## config.mk

```make
export PLATFORM = sky130hd
export DESIGN_NAME = pc_next_unit
export DESIGN_NICKNAME = d
export VERILOG_FILES = /design/src/rtl/pc_pkg.sv /design/src/rtl/pc_next_unit_ras_stack.sv /design/src/rtl/pc_next_unit.sv
export SDC_FILE = /design/constraint.sdc
export NUM_CORES = 1
export LEC_CHECK = 0
export ABC_AREA = 0
export CORE_MARGIN = 8
export CORE_UTILIZATION = 64
export DETAILED_ROUTE_END_ITERATION = 7
export DONT_BUFFER_PORTS = 1
export PLACE_DENSITY_LB_ADDON = 0.15
export SLEW_MARGIN = 15
export SYNTH_ARGS = -nofsm -noshare
export SYNTH_HDL_FRONTEND = slang
export SYNTH_SLANG_ARGS = --single-unit
```

## constraint.sdc

```tcl
create_clock -name clk -period 3.6 [get_ports clk]
set_clock_uncertainty 0.1 [all_clocks]
set_input_delay 0.36 -clock clk [delete_from_list [all_inputs] [get_ports clk]]
set_output_delay 0.36 -clock clk [all_outputs]
set_load 0.02 [all_outputs]
```

## src/rtl/pc_pkg.sv

```systemverilog
// pc_pkg: shared definitions for the next-PC unit.
//   pc_src_e     : next-PC source select encodings
//   RESET_VEC_DEF: default PC value loaded on reset
package pc_pkg;
  typedef enum logic [1:0] {
    PC_INC = 2'b00,
    PC_BR  = 2'b01,
    PC_JMP = 2'b10,
    PC_RET = 2'b11
  } pc_src_e;

  localparam logic [15:0] RESET_VEC_DEF = 16'h0000;
endpackage

```

## src/rtl/pc_next_unit_ras_stack.sv

```systemverilog
// ras_stack: circular return-address stack.
//   clk, rst   : clock, synchronous active-high reset
//   push, pop  : stack operations (never both in one cycle)
//   din        : address pushed
//   dout       : current top entry (combinational read)
//   empty/full : registered occupancy flags, reflect count after update
//   ovf/unf    : combinational strobes, push-when-full / pop-when-empty
module ras_stack #(
  parameter int W     = 16,
  parameter int DEPTH = 8
) (
  input  logic         clk,
  input  logic         rst,
  input  logic         push,
  input  logic         pop,
  input  logic [W-1:0] din,
  output logic [W-1:0] dout,
  output logic         empty,
  output logic         full,
  output logic         ovf,
  output logic         unf
);
  localparam int PW = $clog2(DEPTH);
  localparam int CW = PW + 1;
  localparam logic [CW-1:0] CNT_MAX = CW'(DEPTH);

  logic [W-1:0]  mem [DEPTH];
  logic [PW-1:0] top, top_inc, top_dec;
  logic [CW-1:0] cnt, cnt_nxt;

  assign top_inc = top + PW'(1);
  assign top_dec = top - PW'(1);
  assign ovf     = push && (cnt == CNT_MAX);
  assign unf     = pop && (cnt == '0);
  assign dout    = mem[top];

  // A push when full still advances top, overwriting the oldest slot;
  // only the count saturates.
  always_comb begin
    cnt_nxt = cnt;
    if (push && !ovf)     cnt_nxt = cnt + CW'(1);
    else if (pop && !unf) cnt_nxt = cnt - CW'(1);
  end

  always_ff @(posedge clk) begin
    if (rst) begin
      top   <= '0;
      cnt   <= '0;
      empty <= 1'b1;
      full  <= 1'b0;
    end else begin
      cnt   <= cnt_nxt;
      empty <= (cnt_nxt == '0);
      full  <= (cnt_nxt == CNT_MAX);
      if (push)             top <= top_inc;
      else if (pop && !unf) top <= top_dec;
    end
  end

  always_ff @(posedge clk) begin
    if (!rst && push) mem[top_inc] <= din;
  end
endmodule

```

## src/rtl/pc_next_unit.sv

```systemverilog
// pc_next_unit: PC register and next-PC selector with return-address stack.
//   clk, rst     : clock, synchronous active-high reset
//   pc_write     : commit the selected next PC this cycle
//   pc_src       : 00 INC, 01 BRANCH, 10 JUMP, 11 RET
//   branch_taken : branch condition (BRANCH only)
//   branch_off   : signed offset added to pc_out on a taken branch
//   jump_target  : absolute jump/call target
//   is_call      : with JUMP, push pc_plus2 as return address
//   pc_plus2     : pc_out+2 from the incrementer
//   err_clr      : clears sticky ras_err
//   pc_out       : current PC
//   ras_empty/full, ras_err (sticky), align_fault (1-cycle pulse)
module pc_next_unit
  import pc_pkg::*;
#(
  parameter int              PC_W      = 16,
  parameter logic [PC_W-1:0] RESET_VEC = PC_W'(RESET_VEC_DEF),
  parameter int              RAS_DEPTH = 8
) (
  input  logic            clk,
  input  logic            rst,
  input  logic            pc_write,
  input  logic [1:0]      pc_src,
  input  logic            branch_taken,
  input  logic [PC_W-1:0] branch_off,
  input  logic [PC_W-1:0] jump_target,
  input  logic            is_call,
  input  logic [PC_W-1:0] pc_plus2,
  input  logic            err_clr,
  output logic [PC_W-1:0] pc_out,
  output logic            ras_empty,
  output logic            ras_full,
  output logic            ras_err,
  output logic            align_fault
);
  pc_src_e         src;
  logic [PC_W-1:0] raw, ras_dout;
  logic            push, pop, ovf, unf, raw_fault;

  assign src  = pc_src_e'(pc_src);
  assign push = pc_write && (src == PC_JMP) && is_call;
  assign pop  = pc_write && (src == PC_RET);

  ras_stack #(.W(PC_W), .DEPTH(RAS_DEPTH)) u_ras (
    .clk  (clk),
    .rst  (rst),
    .push (push),
    .pop  (pop),
    .din  (pc_plus2),
    .dout (ras_dout),
    .empty(ras_empty),
    .full (ras_full),
    .ovf  (ovf),
    .unf  (unf)
  );

  // RET on an empty stack falls through to the sequential address.
  always_comb begin
    raw = pc_plus2;
    case (src)
      PC_BR:   if (branch_taken) raw = pc_out + branch_off;
      PC_JMP:  raw = jump_target;
      PC_RET:  if (!ras_empty) raw = ras_dout;
      default: raw = pc_plus2;
    endcase
  end

  // pc_plus2 is assumed even, so the INC path is excluded from faulting.
  assign raw_fault = (src != PC_INC) && raw[0];

  always_ff @(posedge clk) begin
    if (rst) begin
      pc_out      <= RESET_VEC;
      ras_err     <= 1'b0;
      align_fault <= 1'b0;
    end else begin
      align_fault <= pc_write && raw_fault;
      if (pc_write) pc_out <= {raw[PC_W-1:1], 1'b0};
      if (ovf || unf)   ras_err <= 1'b1;
      else if (err_clr) ras_err <= 1'b0;
    end
  end
endmodule

```

# Yosys cells after proc, flatten, opt, wreduce, memory -nomap -nowiden
# Memories as Yosys holds them, arrays and structs flattened. A register that Yosys moved wholly into a read port is not among the register bits.
# Index checks and enable logic that the tools add are counted.
# W data, S select, Z words.
[classes]
n_addsub = 5
eq_ne = 5
n_mux = 13
n_reduce_logical = 19
[op_table]
columns = ["op", "count"]
rows = [
  ["$pmux W16 S3", 1],
  ["$mux W16", 2],
  ["$add A16 B16 Y16", 1],
  ["$mux W3", 4],
  ["$logic_and A1 B1 Y1", 10],
  ["$eq A4 B4 Y1 const B", 2],
  ["$logic_not A4 Y1", 2],
  ["$mux W4", 2],
  ["$reduce_bool A2 Y1", 3],
  ["$add A4 B1 Y4 const B", 1],
  ["$eq A2 B2 Y1 const B", 2],
  ["$mux W1", 4],
  ["$sub A4 B1 Y4 const B", 1],
  ["$add A3 B1 Y3 const B", 1],
  ["$logic_not A1 Y1", 3],
  ["$sub A3 B1 Y3 const B", 1],
  ["$eq A2 B1 Y1 const B", 1],
  ["$logic_or A1 B1 Y1", 1],
]
[totals]
ff_bits = 26
mem_bits_rw = 128
input_bits = 56
out_inout_bits = 20
word_cells = 50
mem_count = 1
[mem_list]
columns = ["memory", "depth", "word_bits", "read_ports", "rd_clocked_by_memory_dff", "write_ports", "line_no", "text"]
rows = [
  ["u_ras.mem", 8, 16, 1, 1, 1, "pc_next_unit_ras_stack.sv:27", "logic [W-1:0] mem [DEPTH];"],
]

# Logic depth before layout (Yosys ltp)
[logic_depth]
ltp_word = 9
ltp_mapped = 9
ltp_nobuf = 9

# Modules after synthesis
# From an unflattened synthesis, not the netlist that was laid out.
[unflattened]
hier_cells = 564
area_unflattened_um2 = 7737.4
[modules_own_cells]
columns = ["mod", "instances", "cells_per_inst", "area_per_inst_um2", "seq_area_each_um2"]
rows = [
  ["ras_stack", 1, 280, 5684.2, 4083.9],
  ["pc_next_unit", 1, 284, 2053.2, 340.3],
]

# Worst setup path after synthesis
# OpenSTA, ideal clock, no wires.
[synth_path]
kind = "input-to-reg"
startpoint = "input port pc_write"
endpoint = "memory u_ras.mem[1][0], enable pin"
setup_ps = 409
arrival_ps = 2245
required_time_ps = 3091
slack_ps = 845
stages = 4
n_path_buf = 1
path_cell_list = "buf_4 -> nand4b_2 -> or3_1 -> nor3_1"
[synth_via]
elab_chain_len = 5
[synth_rtl]
columns = ["element", "line_no", "text"]
rows = [
  ["start, declared", "pc_next_unit.sv:22", "input logic pc_write,"],
  ["$logic_and A1 B1 Y1 (2 in series)", "pc_next_unit.sv:41", "assign push = pc_write && (src == PC_JMP) && is_call;"],
  ["$logic_and A1 B1 Y1", "pc_next_unit_ras_stack.sv:61", "if (!rst && push) mem[top_inc] <= din;"],
  ["$mux W1", "pc_next_unit_ras_stack.sv:61", ""],
  ["$mux W1 (not written as such)", "pc_next_unit_ras_stack.sv:61", ""],
  ["end, declared", "pc_next_unit_ras_stack.sv:27", ""],
]
# No other way between the ends.

# Final worst setup path
[layout_path]
startpoint = "register pc_out[1]"
endpoint = "register pc_out[15]"
[layout_via]
elab_chain_len = 3
[layout_rtl]
columns = ["element", "line_no", "text"]
rows = [
  ["start, declared", "pc_next_unit.sv:30", "output logic [PC_W-1:0] pc_out,"],
  ["start signal, assigned", "pc_next_unit.sv:78", "if (pc_write) pc_out <= {raw[PC_W-1:1], 1'b0};"],
  ["$add A16 B16 Y16", "pc_next_unit.sv:61", "PC_BR: if (branch_taken) raw = pc_out + branch_off;"],
  ["$mux W16", "pc_next_unit.sv:61", ""],
  ["$pmux W16 S3", "pc_next_unit.sv:60", "case (src)"],
]
# No other way between the ends.
# A chain may end at the register's enable or synchronous reset.

==> run metrics <==
number of buffers on the longest clock path=2; proportion of layout cells with a drive suffix above 1=13.9%; setup slack of the worst register-to-register path=1.01 ns; post-route ant nets=0; number of buffers inserted by port buffering=0; most common cell after layout, fill and taps aside=edfxtp_1; async set or reset register ratio after synthesis=0%; Post-synth EDFFs=roughly 130; count of synthesis-stage warnings from yosys=0; proportion of synthesized chip area in sequential cells=58.8%; Final Setup Violations=0; Required @ worst endpoint=between 3 and 4 ns; Max Fanout on Critical Path=4; Die Area=about 15000 um2; number of clock sinks=around 160; count of standard-cell rows=39; first-pass GRT wire length=about 28000 um; H-tree Lvls=4; pin count of the biggest net entering global routing=32; via count of the first global-routing pass=slightly below 5000; placement-stage cell area=7710 um2; number of cells in the design after placement=696; total wire length=18100 um; number of antenna violations at the first check in global routing=1; classification of the worst setup path=flip-flop to flip-flop; Net count, final=between 600 and 700; mean area per synthesized cell=roughly 13 um2; number of maximum-capacitance constraint violations=0; average wire per standard cell=between 20 and 25 um; drc violations=0; most used cells in the layout excluding fill and tap cells=edfxtp_1 (128), nor2_1 (48), a21oi_1 (34), nand2_1 (32); status=complete, no violations; chain of cells forming the critical path=ha_1 > inv_1 > fa_1 > nor2b_1 > o31a_1 > o2111ai_1 > a41oi_1 > xnor2_1 > o21ai_0; final design area excluding fillers=between 8000 and 9000 um2; first-pass iteration count of the detailed router=5; cell type of the slowest stage on the worst timing path=dfxtp_1; adder and majority gate portion of the synthesized area=3.26%; cell leakage power=2.97 nW; worst-case reg-to-reg path depth=9; terminus of the critical flop-to-flop path=pc_out[15]; most frequently used flop master after synthesis=edfxtp_1; main combinational cell family by area after synthesis=multiplexers; GP Congestion=0.873; # resized after CTS=0; CP endpoint kind=flip-flop; share of synthesized cell area in and, or, nand and nor gates=roughly 8%; worst vdd rail ir drop=0.436 mV; Total Negative Setup Slacks=0 ns; clock tree from TritonCTS=yes; clock insertion delay at the later pin of the skew report=0.43 ns; fraction of the cycle the final worst path needs=between 70% and 80%; Worst setup SP type=flip-flop; FF-to-FF Start=pc_out[1]; Yosys cell types=60; number of standard cells in the final layout excluding fillers=748; sink of the worst hold path=align_fault; multiplexer share of the synthesized area=13.6%; post-synthesis register bit count=157; Max transition margin=between 40% and 50%; routed vias=around 5100; Synth Area in XOR/XNOR=around 1.4%; Crit path arrival time=2.80 ns; number of CTS-inserted buffers=17; worst slew pin tran=0.749 ns; Layout Area Growth over Synthesis=12.9%; clock tree root driver cell=clkbuf_16; Syn Std Cell Area=roughly 7500 um2; HPWL Detailed=around 12000 um; setup repair after global routing missed its margin=false; count of pins over their slew limit=0; Min-Delay Path Depth=2; highest attainable clock frequency=~0.39 GHz; P per Cell Area=between 400 and 500 nW/um2; instance count of the mapped netlist=approximately 560; worst path buffer plus inverter count=1; stage delay of the slowest cell on the critical path=~0.48 ns; Congestion Overflow GR=0; compound-gate portion of the synthesized area=between 10% and 20%; Hold/Removal Path Class=primary input to flip-flop; mean number of vias per cell=just under 7; source of the worst hold timing path=pc_src[0]; Net Count, Synth=639; minimum period implied by the final worst setup slack=2.59 ns; Die W=about 120 um; Starting DRT DRC Count=~550; kind of cell with the highest combined delay on the critical path=compound AO/OA/AOI/OAI gates; buffer count from post-CTS setup fixing=0; effective utilization at floorplan=65.6%; fillcell total=about 720; number of top-level design ports=76; post-CTS clock slew at the launch and capture registers of the worst setup and hold paths=approximately 0.070 ns; final number of hold-violating endpoints=0; gr usage total=between 20% and 30%; vertical extent of the die=approximately 120 um; Core Region=around 11000 um2
[routing by layer]
metal	part of all wire [%]	vias up	GRT usage (%)	wire (um)
met5	0	-	0	0
met4	2.1	0	8.65	386
met3	8.8	33	6.68	1590
met2	47	285	36.9	8580
met1	42	2477	30.2	7560
li1	-	2257	-	-
[power breakdown]
part / internal (mW) / leakage [nW] / total, mW / switching [mW]
registers: 1.99 / 1.39 / 2.04 / 0.0584
logic: 0.173 / 1.30 / 0.382 / 0.209
clock network: 1.03 / 0.278 / 1.78 / 0.749
total: 3.19 / 2.97 / 4.21 / 1.02
[sequential cells by signal, indices dropped and copies added, names as in the netlist, named ones only]
signal	count
align_fault	1
u_ras.full	1
pc_out	15
u_ras.cnt	4
u_ras.top	3
u_ras.mem	128
u_ras.empty	1
ras_err	1
[timing repair]
action | in CTS | in global routing
endpoints found under the setup margin | 0 | 0
hold buffers | 19 | 0
endpoints found under the hold margin | 149 | 0
[kinds of logic (layout without fill, tap and decap cells)]
family	count (synthesis)	count (layout)
xor+xnor	12	12
other cells	1	2
simple gates	131	131
buf+inv	49	89
flops	157	157
mux	59	59
compound gates	136	136
fa+ha+maj	19	19
[through the flow]
step           util [%]  worst slack [ns]  power, mW  hold WS (ns)
6_report           74.0              1.01       4.21        0.0171
5_1_grt            74.0             0.838       4.33        0.0125
4_1_cts            74.0              1.04       4.22       0.00206
3_5_place_dp       67.3              1.04       2.42         0.342
3_3_place_gp       67.3              1.14       2.41         0.337
2_1_floorplan         -             0.845       2.36         0.359
[area by class of cell]
| type | count | area [um2] | area share [%] |
|---|---|---|---|
| sequential | 157 | 4430 | 52.1 |
| multi-input combinational | 358 | 2900 | 34.1 |
| clock buffer | 18 | 429 | 5.05 |
| timing repair buffer | 38 | 333 | 3.92 |
| tap | 143 | 179 | 2.11 |
| clock inverter | 14 | 155 | 1.83 |
| inverter | 19 | 71.3 | 0.840 |
| antenna | 1 | 2.50 | 0.0295 |
[worst max path at each step]
stage | startpoint | end | slack (ns) | depth (start not counted)
3_5_place_dp | pc_out[1] | pc_out[15] | 1.04 | 9
2_1_floorplan | pc_write | u_ras.mem[1][0] | 0.85 | 4
6_report | pc_out[1] | pc_out[15] | 1.01 | 9
5_1_grt | pc_out[1] | pc_out[15] | 0.84 | 9
3_3_place_gp | pc_out[1] | pc_out[15] | 1.14 | 9
4_1_cts | pc_out[1] | pc_out[15] | 1.04 | 9
[synthesized netlist by cell type, drive strengths merged (5+ instances only)]
cell type  count  area (um2)
a211oi        10        75.1
a21o           6        45.0
a21oi         34         170
a22oi          5        37.5
a31oi          5        31.3
and3           5        31.3
buf           14        88.8
clkbuf        16        60.1
dfxtp         29         581
edfxtp       128        3840
ha            18         225
inv           19        71.3
mux2i         24         240
mux4          32         751
nand2         32         120
nand2b         5        31.3
nor2          48         180
nor2b          6        37.5
nor3          19        95.1
o21ai         29         145
o22ai          7        43.8
o31ai          6        45.0
xnor2          6        52.6
xor2           6        52.6
[worst reg2reg max path: cells and delay by family (launching register included)]
kind / cells / cell delay, ns
compound gates: 4 / 0.89
fa+ha+maj: 2 / 0.61
flops: 1 / 0.48
simple gates: 1 / 0.22
xor+xnor: 1 / 0.14
buf+inv: 1 / 0.05
(Power assumes the default switching activity.)
